===== src/rtl/alu.sv =====
// Registered 4-bit ALU with arithmetic and logic modes.
// R, z, c and s are captured every clock edge, giving one cycle of latency.
module alu #(
    parameter int unsigned WIDTH = 4
) (
    input  logic             clk,
    input  logic             reset,
    input  logic [WIDTH-1:0] A,
    input  logic [WIDTH-1:0] B,
    input  logic             cin,
    input  logic [1:0]       Op,
    input  logic             l,
    output logic [WIDTH-1:0] R,
    output logic             z,
    output logic             c,
    output logic             s
);

    logic [WIDTH-1:0] r_d, r_q;
    logic             z_d, z_q;
    logic             c_d, c_q;
    logic             s_d, s_q;

    logic [WIDTH:0]   sum;
    logic [WIDTH:0]   cin_ext;
    logic [WIDTH:0]   one_ext;

    assign cin_ext = {{WIDTH{1'b0}}, cin};
    assign one_ext = {{WIDTH{1'b0}}, 1'b1};

    // Arithmetic is done one bit wider so that bit WIDTH becomes the carry.
    always_comb begin
        sum = '0;
        unique case (Op)
            2'b00: sum = {1'b0, A} + cin_ext;
            2'b01: sum = {1'b0, ~A} + one_ext + cin_ext;
            2'b10: sum = {1'b0, A} + {1'b0, B} + cin_ext;
            2'b11: sum = {1'b0, ~B} + cin_ext;
            default: sum = '0;
        endcase
    end

    always_comb begin
        r_d = '0;
        c_d = 1'b0;
        if (l) begin
            unique case (Op)
                2'b00: r_d = A & B;
                2'b01: r_d = A | B;
                2'b10: r_d = A ^ B;
                2'b11: r_d = ~A;
                default: r_d = '0;
            endcase
        end else begin
            r_d = sum[WIDTH-1:0];
            c_d = sum[WIDTH];
        end
        s_d = r_d[WIDTH-1];
        z_d = (r_d == '0);
    end

    always_ff @(posedge clk or posedge reset) begin
        if (reset) begin
            r_q <= '0;
            z_q <= 1'b1;
            c_q <= 1'b0;
            s_q <= 1'b0;
        end else begin
            r_q <= r_d;
            z_q <= z_d;
            c_q <= c_d;
            s_q <= s_d;
        end
    end

    assign R = r_q;
    assign z = z_q;
    assign c = c_q;
    assign s = s_q;

endmodule


===== config.mk =====
export PLATFORM = sky130hd
export DESIGN_NAME = alu
export DESIGN_NICKNAME = d
export VERILOG_FILES = /design/src/rtl/alu.sv
export SDC_FILE = /design/constraint.sdc
export NUM_CORES = 1
export LEC_CHECK = 0
export CAP_MARGIN = 20
export CORE_UTILIZATION = 53
export DETAILED_ROUTE_END_ITERATION = 7
export GPL_TIMING_DRIVEN = 0
export PLACE_DENSITY_LB_ADDON = 0.2
export SLEW_MARGIN = 20
export SYNTH_ARGS = -nofsm -noshare
export SYNTH_HDL_FRONTEND = slang
export SYNTH_SLANG_ARGS = --single-unit

===== constraint.sdc =====
create_clock -name clk -period 1.7 [get_ports clk]
set_clock_uncertainty 0.05 [all_clocks]
set_input_delay 0.34 -clock clk [delete_from_list [all_inputs] [get_ports clk]]
set_output_delay 0.34 -clock clk [all_outputs]
set_load 0.02 [all_outputs]

Yosys cells after proc, flatten, opt, wreduce, memory -nomap -nowiden

Cells that the tools add are included.

Add/sub/neg operators: 6
Eq/ne operators: 3
Muxes and demuxes: 4
Bitwise operators: 5
Reductions and logical operators: 2

Operator list:

| operator                                      | number |
|---|---|
| one-hot mux 5 bit (4 select lines)            | 1 |
| one-hot mux 4 bit (4 select lines)            | 1 |
| adder 4 x 1 -> 5 bit                          | 2 |
| adder 5 x 1 -> 5 bit                          | 2 |
| NOT 4 bit                                     | 2 |
| adder 4 x 1 -> 5 bit, second input constant   | 1 |
| adder 4 x 4 -> 5 bit                          | 1 |
| AND 4 bit                                     | 1 |
| == test 2 bit, second input constant          | 2 |
| zero test 4 bit                               | 1 |
| 2-to-1 mux 4 bit                              | 1 |
| bitwise OR 4 bit                              | 1 |
| XOR 4 bit                                     | 1 |
| == test 2 x 1 -> 1 bit, second input constant | 1 |
| zero test 2 bit                               | 1 |
| 2-to-1 mux 1 bit                              | 1 |

Register bits after elaboration: 7
Output and inout port bits: 7
Word-level logic and storage cells: 24

Longest topological paths before layout

Depth after elaboration: 6
Depth in mapped cells: 9
Depth with buffers taken out: 9

Least setup slack after synthesis

No wires, ideal clock.

Path kind: in2reg
Start: input port A[0]
End: register z_q, in the netlist z
Setup time: 0.097 ns
Arrival: 1.957 ns
Required time: 1.553 ns
Setup slack: -0.404 ns
Stages on the path: 6
Path through: fa_1 -> fa_1 -> xor2_1 -> a221oi_1 -> a211oi_1 -> nor4_1

Cells in the longest elaborated chain, start to end: 6
Elaborated cells on any way between the ends: 13

RTL lines:

| what                                   | line | text |
|---|---|---|
| start, declared                        | 8    | `input logic [WIDTH-1:0] A,` |
| NOT 4 bit                              | 36   | `2'b01: sum = {1'b0, ~A} + one_ext + cin_ext;` |
| adder 4 x 1 -> 5 bit                   | 36   |  |
| adder 5 x 1 -> 5 bit                   | 36   |  |
| one-hot mux 5 bit (4 select lines) (*) | 34   | `unique case (Op)` |
| 2-to-1 mux 4 bit (*)                   | 46   | `if (l) begin` |
| named net r_d[2]                       | 19   | `logic [WIDTH-1:0] r_d, r_q;` |
| zero test 4 bit (*)                    | 59   | `z_d = (r_d == '0);` |
| named net z_d                          | 20   | `logic z_d, z_q;` |
| end signal, assigned                   | 70   | `z_q <= z_d;` |
| end, declared                          | 20   |  |

Mark *: on every way through the listed nets, which the timed path passes. The rest lies on a longest branch.

Final worst setup path

Ends and elaborated chain as after synthesis.

==> results_dict.tcl <==
set metrics [dict create \
    outcome "finished with violations" \
    violations "negative setup slack" \
    fp.dieArea_mm2 0.00184 \
    start_util_pct 57.6 \
    portBuffers 19 \
    final.period_utilization_pct 114 \
    synth.avg_cell_area_um2 8.71 \
    crit_top_cell "fa_2" \
    synthArstFlopShare_pct 100 \
    via_per_inst 6.01 \
    drc 0 \
    p_leak_nw 0.614 \
    synth_seq_cells 6 \
    syn_inst 102 \
    core_mm2 0.00154 \
    cp_slowest_cell "fa_2" \
    path_class "input pin to register" \
    tightest_slew_ps 319 \
    wl_per_cell_um 15.8 \
    dp_hpwl_mm 1.63 \
    dr.pass1.iters 4 \
    area_growth_pct 43.2 \
    hold_violations 0 \
    irDropWorstVdd_mv 0.582 \
    dp.cells 137 \
    mostFrequentLayoutCell "inv_1" \
    grt_max_degree 11 \
    antenna_found_initial 0 \
    max_slew_margin_pct 78.5 \
    setup-violations-final 4 \
    die_h_um 42.9 \
    yosysTopAreaCell "ha_1" \
    power_density_mw_per_mm2 530 \
    yosysSeqAreaShare_pct 17.0 \
    via_count 902 \
    place.gp.congestion 0.910 \
    drive_above_1_share_pct 27.6 \
    cts_num_sinks 6 \
    final_cell_mix "inv_1, ha_1, buf_4" \
    arrival_ps 2040 \
    multi_input_area_um2 714 \
    seq_area_um2 151 \
    nFillCells 104 \
    syn_nets 134 \
    clockBufferDepth 2 \
    worstPathMaxFanout 2 \
    synth_top_area_share_pct 22.5 \
    setup_ws_ps -236 \
    clkTransAtPathRegs_ps 50 \
    hp-class "input pin to async pin" \
    numCtsBuffers 3 \
    rsz0062_at_grt "yes" \
    fin_crit_ps 1940 \
    die_x_um 42.9 \
    slew_violations 0 \
    wl_mm 2.36 \
    ys_warn_count 0 \
    fmax_mhz 517 \
    cts_tree "yes" \
    antenna_cells 0 \
    crit_required_ps 1800 \
    overflow 0 \
    std_cell_rows 14 \
    crit_path_end_kind "register" \
    ys_types 37 \
    maxCapViolCount 0 \
    p_total_mw 0.675 \
    htreeDepth 1 \
    layout.nets 167 \
    synth_area_um2 888 \
    cts_hold_buf 0 \
    io_pins 21 \
    cts-root-buf "clkbuf_4" \
    grt_pass1_vias 885 \
    drt_iter0_markers 31 \
    final_cells 150 \
    final_antenna_net_count 0 \
    synth_flop_cell "dfrtp_1" \
    synth_edf_count 0 \
    start_kind "input pin" \
    grt_usage_pct 27.9 \
    critPathMaxStageDelay_ps 400 \
    cp_cell_sequence "buf_8 > fa_2 > fa_2 > xor2_1 > a221oi_2 > a211oi_1 > nor4_1" \
    synthTopCellsByArea "ha_1, dfrtp_1, inv_1, fa_1, o21ai_0" \
    grt_first_pass_wirelength_mm 3.87 \
]
==> Yosys cell counts (all sizes together), types with 2 or more instances <==
| cell | n |
|---|---|
| o22ai | 4 |
| dfrtp | 5 |
| a211oi | 3 |
| inv | 16 |
| nand2 | 5 |
| mux2i | 2 |
| a221oi | 2 |
| ha | 16 |
| a21oi | 6 |
| xnor2 | 4 |
| nand3 | 3 |
| nand2b | 3 |
| fa | 2 |
| o21ai | 7 |
| buf | 4 |
| nor2 | 3 |
==> registers in the layout, summed over array words and instances, names as in the netlist <==
| register | count |
|---|---|
| c | 1 |
| R | 4 |
| z | 1 |
==> cell type report <==
type                            count  share of cell area, %
Tap cell                           16                   1.57
Buffer                              4                   2.26
Sequential cell                     6                   11.9
Inverter                           16                   5.11
Clock buffer                        4                   2.06
Multi-Input combinational cell     76                   56.1
Timing Repair Buffer               28                   20.9
==> power breakdown <==
part / internal, mW / switching, mW
sequential: 0.163 / 0.00495
clock: 0.0894 / 0.0590
combinational: 0.173 / 0.185
total: 0.426 / 0.249
==> per-layer routing <==
layer	vias to the layer above	routed length (um)	GRT usage [%]
li1	429	-	-
met1	416	969	34.4
met2	51	1180	46.7
met3	6	165	6.81
met4	0	52	10.3
met5	-	0	0
==> repair_timing <==
item	in CTS	in global routing
resized for setup	43	6
endpoints found under the setup margin	7	6
pin swaps	10	7
buffers inserted	8	1
==> metrics by stage <==
stage               instance area (um^2)  setup WS [ps]  hold WS [ps]  utilization (%)  TNS [ps]
floorplan                            913           -194          80.2                -      -335
global placement                    1120           -942           510             72.9     -4330
detailed placement                  1120           -984           522             72.9     -4400
CTS                                 1240           -221           243             80.5      -277
global route                        1270           -284           274             82.5      -641
finish                              1270           -236           239             82.5      -365
==> worst max-delay path: cells and delay by family <==
family	cells	cell delay [ps]
buffers and inverters	1	100
AO/OA/AOI/OAI	2	340
AND/OR/NAND/NOR	1	290
XOR/XNOR	1	180
adder cells (fa/ha/maj)	2	780
==> kinds of logic (layout without fill, tap and decap cells) <==
family | count (synthesis) | in the layout | share of synthesized area, %
AOI/OAI and AO/OA | 30 | 30 | 24.4
and+or+nand+nor | 21 | 21 | 14.8
buffers and inverters | 20 | 52 | 9.58
adders and majority gates | 18 | 18 | 27.0
DFF | 6 | 6 | 17.0
xor gates and xnor gates | 5 | 5 | 4.93
muxes | 2 | 2 | 2.25
==> worst paths after layout <==
check	cells past startpoint	endpoint	slack [ps]	from
min	2	R[3]	240	reset
max in group asynchronous	2	z	1100	reset
min in group clk	2	c	340	l
max	7	z	-240	A[0]
Note: power is estimated with default switching activity, not from simulation.
